[src/rtl/stack_unit.sv]
// rtl/stack_unit.sv - hardware LIFO for the CPU data stack with registered top and sticky flags
module stack_unit #(
  parameter int DEPTH = 64,
  parameter int WIDTH = 32
) (
  input  logic             clock,
  input  logic             init,
  input  logic             STACK_push_flag,
  input  logic [WIDTH-1:0] STACK_push_value,
  input  logic             STACK_pop_flag,
  input  logic             STACK_clear_flag,
  output logic [WIDTH-1:0] STACK_TOP,
  output logic [15:0]      STACK_AMOUNT,
  output logic             STACK_empty,
  output logic             STACK_full,
  output logic             STACK_overflow,
  output logic             STACK_underflow
);

  localparam int AW = (DEPTH > 1) ? $clog2(DEPTH) : 1;
  localparam int CW = AW + 1;

  logic [WIDTH-1:0] r_mem [DEPTH];
  logic [CW-1:0]    r_count;
  logic [WIDTH-1:0] r_top;
  logic             r_ovf;
  logic             r_unf;

  logic             w_full;
  logic             w_empty;
  logic             w_we;
  logic [AW-1:0]    w_waddr;
  logic [AW-1:0]    w_idx_m1;
  logic [AW-1:0]    w_idx_m2;
  logic [CW-1:0]    w_count_nxt;
  logic [WIDTH-1:0] w_top_nxt;
  logic             w_ovf_nxt;
  logic             w_unf_nxt;

  assign w_full   = (r_count == CW'(DEPTH));
  assign w_empty  = (r_count == '0);
  // Index arithmetic is modulo DEPTH; only used when the count guarantees a valid slot.
  assign w_idx_m1 = r_count[AW-1:0] - AW'(1);
  assign w_idx_m2 = r_count[AW-1:0] - AW'(2);

  always_comb begin
    w_we        = 1'b0;
    w_waddr     = r_count[AW-1:0];
    w_count_nxt = r_count;
    w_top_nxt   = r_top;
    w_ovf_nxt   = r_ovf;
    w_unf_nxt   = r_unf;
    if (STACK_clear_flag) begin
      w_count_nxt = '0;
      w_top_nxt   = '0;
      w_ovf_nxt   = 1'b0;
      w_unf_nxt   = 1'b0;
    end else begin
      case ({STACK_push_flag, STACK_pop_flag})
        2'b10: begin
          if (!w_full) begin
            w_we        = 1'b1;
            w_top_nxt   = STACK_push_value;
            w_count_nxt = r_count + CW'(1);
          end else begin
            w_ovf_nxt = 1'b1;
          end
        end
        2'b01: begin
          if (r_count > CW'(1)) begin
            w_top_nxt   = r_mem[w_idx_m2];
            w_count_nxt = r_count - CW'(1);
          end else if (r_count == CW'(1)) begin
            w_top_nxt   = '0;
            w_count_nxt = '0;
          end else begin
            w_unf_nxt = 1'b1;
          end
        end
        2'b11: begin
          // Replace-top; on an empty stack the value is consumed in flight.
          if (!w_empty) begin
            w_we      = 1'b1;
            w_waddr   = w_idx_m1;
            w_top_nxt = STACK_push_value;
          end
        end
        default: ;
      endcase
    end
  end

  always_ff @(posedge clock) begin
    if (init && w_we) begin
      r_mem[w_waddr] <= STACK_push_value;
    end
  end

  always_ff @(posedge clock or negedge init) begin
    if (!init) begin
      r_count <= '0;
      r_top   <= '0;
      r_ovf   <= 1'b0;
      r_unf   <= 1'b0;
    end else begin
      r_count <= w_count_nxt;
      r_top   <= w_top_nxt;
      r_ovf   <= w_ovf_nxt;
      r_unf   <= w_unf_nxt;
    end
  end

  assign STACK_TOP       = r_top;
  assign STACK_AMOUNT    = 16'(r_count);
  assign STACK_empty     = w_empty;
  assign STACK_full      = w_full;
  assign STACK_overflow  = r_ovf;
  assign STACK_underflow = r_unf;

endmodule

[config.mk]
export PLATFORM = sky130hd
export DESIGN_NAME = stack_unit
export DESIGN_NICKNAME = d
export VERILOG_FILES = /design/src/rtl/stack_unit.sv
export SDC_FILE = /design/constraint.sdc
export NUM_CORES = 2
export LEC_CHECK = 0
export BUFFER_PORTS_ARGS = -buffer_cell sky130_fd_sc_hd__buf_2
export CAP_MARGIN = 25
export CORE_ASPECT_RATIO = 0.7
export CORE_MARGIN = 2
export CORE_UTILIZATION = 65
export CTS_BUF_LIST = sky130_fd_sc_hd__clkbuf_16
export CTS_CLUSTER_DIAMETER = 80
export DETAILED_ROUTE_END_ITERATION = 7
export GPL_ROUTABILITY_DRIVEN = 0
export PLACE_DENSITY_LB_ADDON = 0.08
export SLEW_MARGIN = 20
export SYNTH_ARGS = -nofsm -noshare
export SYNTH_HDL_FRONTEND = slang
export SYNTH_SLANG_ARGS = --single-unit
[constraint.sdc]
create_clock -name clock -period 11.36 [get_ports clock]
set_input_delay 2.272 -clock clock [delete_from_list [all_inputs] [get_ports clock]]
set_output_delay 2.272 -clock clock [all_outputs]
set_load 0.05 [all_outputs]
# Word level (Yosys, flattened, before mapping)
# Memories as Yosys holds them, arrays and structs flattened.
# Cells that the tools add are included.
# classes
add_sub_neg,4
n_mul,0
div,0
magnitude_cmp,1
eq_ne,10
n_shift,0
n_mux,27
bitwise,0
n_reduce_logical,11
# ops
cell,n
$mux 32,5
$pmux 32 s3,1
$mux 7,4
$mux 6,3
$pmux 7 s2,1
$mux 1,12
$add 7x1->7 const B,1
$eq 7x1->1 const B,1
$eq 7x7->1 const B,1
$gt 7x1->1 const B,1
$logic_not 7->1,1
$sub 7x1->7 const B,1
$ne 3x3->1 const B,2
$reduce_and 3->1,2
$reduce_bool 2->1,3
$sub 6x1->6 const B,1
$sub 6x2->6 const B,1
$eq 2x2->1 const B,2
$ne 2x2->1 const B,2
$ne 4x4->1 const B,1
$reduce_and 4->1,1
$reduce_bool 4->1,1
$reduce_bool 3->1,1
$eq 2x1->1 const B,1
3 further kinds,3
# word_totals
reg_bits,41
latchBits,0
ram_bits,2048
romBits,0
input_bits,37
output_inout_bits,52
n_memories,1
# mem_list
name,depth,word_bits,read_ports,rd_ports_with_merged_regs,write_ports,line_no,rtl
r_mem,64,32,1,0,1,23,logic [WIDTH-1:0] r_mem [DEPTH];

# Depth between registers and ports, before layout
# depth
word_depth,7
ltp_mapped,15
ltp_nobuf,8

# Worst setup path after synthesis
# OpenSTA, ideal clock, no wires.
# synth_path
kind,input port to flip-flop
startpoint,input STACK_pop_flag
endpoint,memory r_mem[0][0] (enable)
arrival_ns,4.997
required_time_ns,10.939
slack_ns,5.942
stages,7
cell_sequence,buf_2 > nand3b_1 > o41ai_1 > o31ai_1 > or3_1 > buf_2 > nor2_1
# synth_via
elab_chain_len,6
elab_cells_between_ends,9
classes_between,eq/ne: 2; mux: 6; reduce/logical: 1
# synth_rtl
element,line_no,rtl
from (decl),10,"input logic STACK_pop_flag,"
$eq 2x2->1,59,"case ({STACK_push_flag, STACK_pop_flag})"
$pmux 1 s2,59,
$mux 1,53,if (STACK_clear_flag) begin
$logic_and 1x1->1,94,if (init && w_we) begin
$mux 1,94,
$mux 1 (not written as such),95,r_mem[w_waddr] <= STACK_push_value;
to (decl),23,
# Parallel ways exist; a longest one is shown, timed or not.

# Worst setup path after layout
# layout_path
startpoint,register r_count[2]
endpoint,"register r_top[8], in the netlist STACK_TOP[8]"
# layout_via
elab_chain_len,5
elab_cells_between_ends,13
classes_between,add/sub: 1; order compare: 1; eq/ne: 5; mux: 3; reduce/logical: 2; memory: 1
# layout_rtl
element,line_no,rtl
from (decl),24,logic [CW-1:0] r_count;
from (signal assigned),106,r_count <= w_count_nxt;
$sub 6x2->6,44,assign w_idx_m2 = r_count[AW-1:0] - AW'(2);
$mem_v2 64x32,--,
$mux 32,70,if (r_count > CW'(1)) begin
$pmux 32 s3,59,
$mux 32,53,
to (signal assigned),107,r_top <= w_top_nxt;
to (decl),25,logic [WIDTH-1:0] r_top;
# Parallel ways exist; a longest one is shown, timed or not.
# A chain may end at the register's enable or synchronous reset.

==> impl_results.md <==
* I/O Buffers at 79
* Post-synthesis async set-or-reset flop share at 1.963%
* RSZ-0062 raised after global routing: no
* Initial cell density of the core at 65.25%
* Congestion Overflow GR at 0
* Pin count of the biggest net entering global routing at 137
* Worst-path fanout max at 50
* Final Hold Viols at 0
* Worst clock skew at 0.02081 ns
* Final setup fails at 0
* Least-Margin Pin Slew at 1.130 ns
* Via Count at 40600
* Area growth, synth to finish at 12.31%
* Syn avg cell area at 21.39 um^2
* Dpl ws at 5.563 ns
* Area leader, netlist: edfxtp_1
* Post-synth top cells: edfxtp_1 (2048), mux4_2 (510), nand2_1 (268), clkbuf_1 (102), buf_2 (87)
* Critical path launch point type: register
* Dominant synthesized flop cell: edfxtp_1
* Vias per cell at 7.050
* Fmax at 185.1 MHz
* CP Class: register to register
* Worst skew pair latency at 0.81 ns
* Root buffer cell: clkbuf_16
* Post-CTS resize count at 0
* Slew headroom at 24.65%
* Initial drt markers at 5835
* Status: completed
* Sink Count at 2089
* Worst-path clk slew at 0.06 ns
* Post-synth top area share at 76.32%
* Synthesized cell area at 80580 um^2
* YS warnings at 0
* Endpoint class of the critical path: register
* TritonCTS clock tree: built
* DR pass1 iterations at 8
* Crit path time final at 5.402 ns
* Die Y at 298.6 um
* PwrDens at 243.9 nW/um^2
* Drt total wl at 211.4 mm
* # hold bufs at CTS at 0
* Post-CTS setup buffers at 0
* CTS Buf Count at 184
* Die area at 126900 um^2
* P_leak at 28.30 nW
* Ratio of cells with drive above 1 in the final layout at 26.21%
* Filler cells at 6901
* Cell area after placement at 84010 um^2
* Setup TNS at 0 ns
* Post-synthesis sequential area ratio at 77.59%
* Worst setup margin at 5.958 ns
* Top post-synthesis cells by area: edfxtp_1 (76%), mux4_2 (14%), dfrtp_1 (1.3%), nand2_1 (1.2%), mux2i_1 (1.0%)
* Core outline area at 123500 um^2
* Mapped Cells at 3768
* CP required at 12.02 ns
* Io pins at 89
* Type of the worst min-delay path: register to register
* HPWL Detailed at 121.5 mm
* Dominant cell by count in the synthesized netlist: edfxtp_1
* Fin util at 73.28%
* Finished layout cell area at 90500 um^2
* Critical Path AT at 6.06 ns
* # rows at 108
* Final Net Count at 3995
* EDFF count, synth at 2048
* Number of synthesized register bits at 2089
* Remaining DRCs at 0
* Clock Path Buffers at 3
* Vias in the first global route at 39570
* Final Max Tran Viols at 0
* Die X at 424.8 um
* Fin Hold WS at 0.5350 ns
* Wirelength per Cell at 36.70 um
* Worst VDD drop at 0.2462 mV
* Total track usage at 33.90%
* Yosys cell types at 67
* DRT antenna net count at 0
* First-pass GRT wire length at 296.5 mm
* Initial antenna violation count at 13
* H-Tree Depth at 4
* Final period utilization at 47.55%
* # Max-Cap Violations at 0
## critical path, stage by stage (launching register included)
cell and delay, ns:
dfrtp_1 0.81, inv_1 0.30, ha_4 0.70, buf_4 0.74, buf_4 0.81, mux4_2 0.46, mux2i_1 0.36, a211oi_1 0.14
a211oi_1 0.70, o21ai_0 0.15
## power by group
group / internal, mW / total [mW] / switching, mW / leakage (nW)
clock: 3.39 / 6.12 / 2.73 / 3.02
combinational: 2.48 / 7.20 / 4.73 / 6.33
sequential: 8.57 / 8.76 / 0.192 / 18.9
## cell families after synthesis
group                    Yosys count  synth area share (%)
AO/OA/AOI/OAI                    260                 2.310
other                              1              0.004654
XOR/XNOR                           8               0.08695
multiplexers                     593                 15.29
flip-flops                      2089                 77.59
buffers and inverters            234                 1.332
AND/OR/NAND/NOR                  576                 3.281
adder cells (fa/ha/maj)            7                0.1087
## final timing paths
| kind | from | end | slack [ns] | cells past startpoint |
|---|---|---|---|---|
| setup / recovery | r_count[2] | STACK_TOP[8] | 5.96 | 9 |
| hold reg to reg | STACK_TOP[29] | STACK_TOP[29] | 0.54 | 2 |
| setup reg to reg | r_count[2] | STACK_TOP[8] | 5.96 | 9 |
| max in group asynchronous | init | r_count[0] | 9.02 | 2 |
| hold / removal | STACK_TOP[29] | STACK_TOP[29] | 0.54 | 2 |
| min in group asynchronous | init | r_count[1] | 1.84 | 2 |
## layout by cell type, fill, tap and decap left out, types with 15 or more instances in the layout
master     instances
clkbuf_16        192
nand2_1          268
and3_1            21
a21oi_1           18
buf_16            28
buf_4             76
o22ai_1           54
nor2_4            62
mux4_2           510
o21ai_0           22
o21ai_1           21
a32oi_1           32
buf_12            31
bufinv_16         15
nand4_1           32
dfrtp_1           39
nand3_1           74
clkinv_1          49
mux2i_1           82
nor3_1            50
edfxtp_1        2048
nor2_1            18
clkinv_2          32
a211oi_1          39
buf_2             77
inv_1             44
a22oi_1           35
## layout make-up
cell class	instances	area, um^2	area share [%]
clock buffers	192	4805	5.309
multi-input cells	1453	17600	19.44
inverters	8	32.53	0.03594
diodes	4	10.01	0.01106
well taps	1650	2064	2.281
repair buffers	215	2385	2.635
clock inverters	148	1079	1.192
flip-flops and latches	2089	62530	69.09
## metal layers
metal	global-route usage, %	up-vias	share of wire [%]
met5	0	-	0.011
met4	12.49	4	4.2
met3	12.17	363	14
met2	48.55	2855	45
met1	49.16	21250	37
li1	-	16130	-
## state kept, by name (all words and copies together) (netlist names)
name	flops
STACK_TOP	32
STACK_overflow	1
r_mem	2048
r_count	7
STACK_underflow	1
## through the flow
stage | total power, mW | instances
6_report | 22.08 | 5759
5_1_grt | 22.68 | 5755
3_3_place_gp | 15.87 | 5358
3_5_place_dp | 15.94 | 5390
4_1_cts | 21.97 | 5730
2_1_floorplan | 13.22 | 3776
No activity file was read; power rests on OpenSTA's default activity.
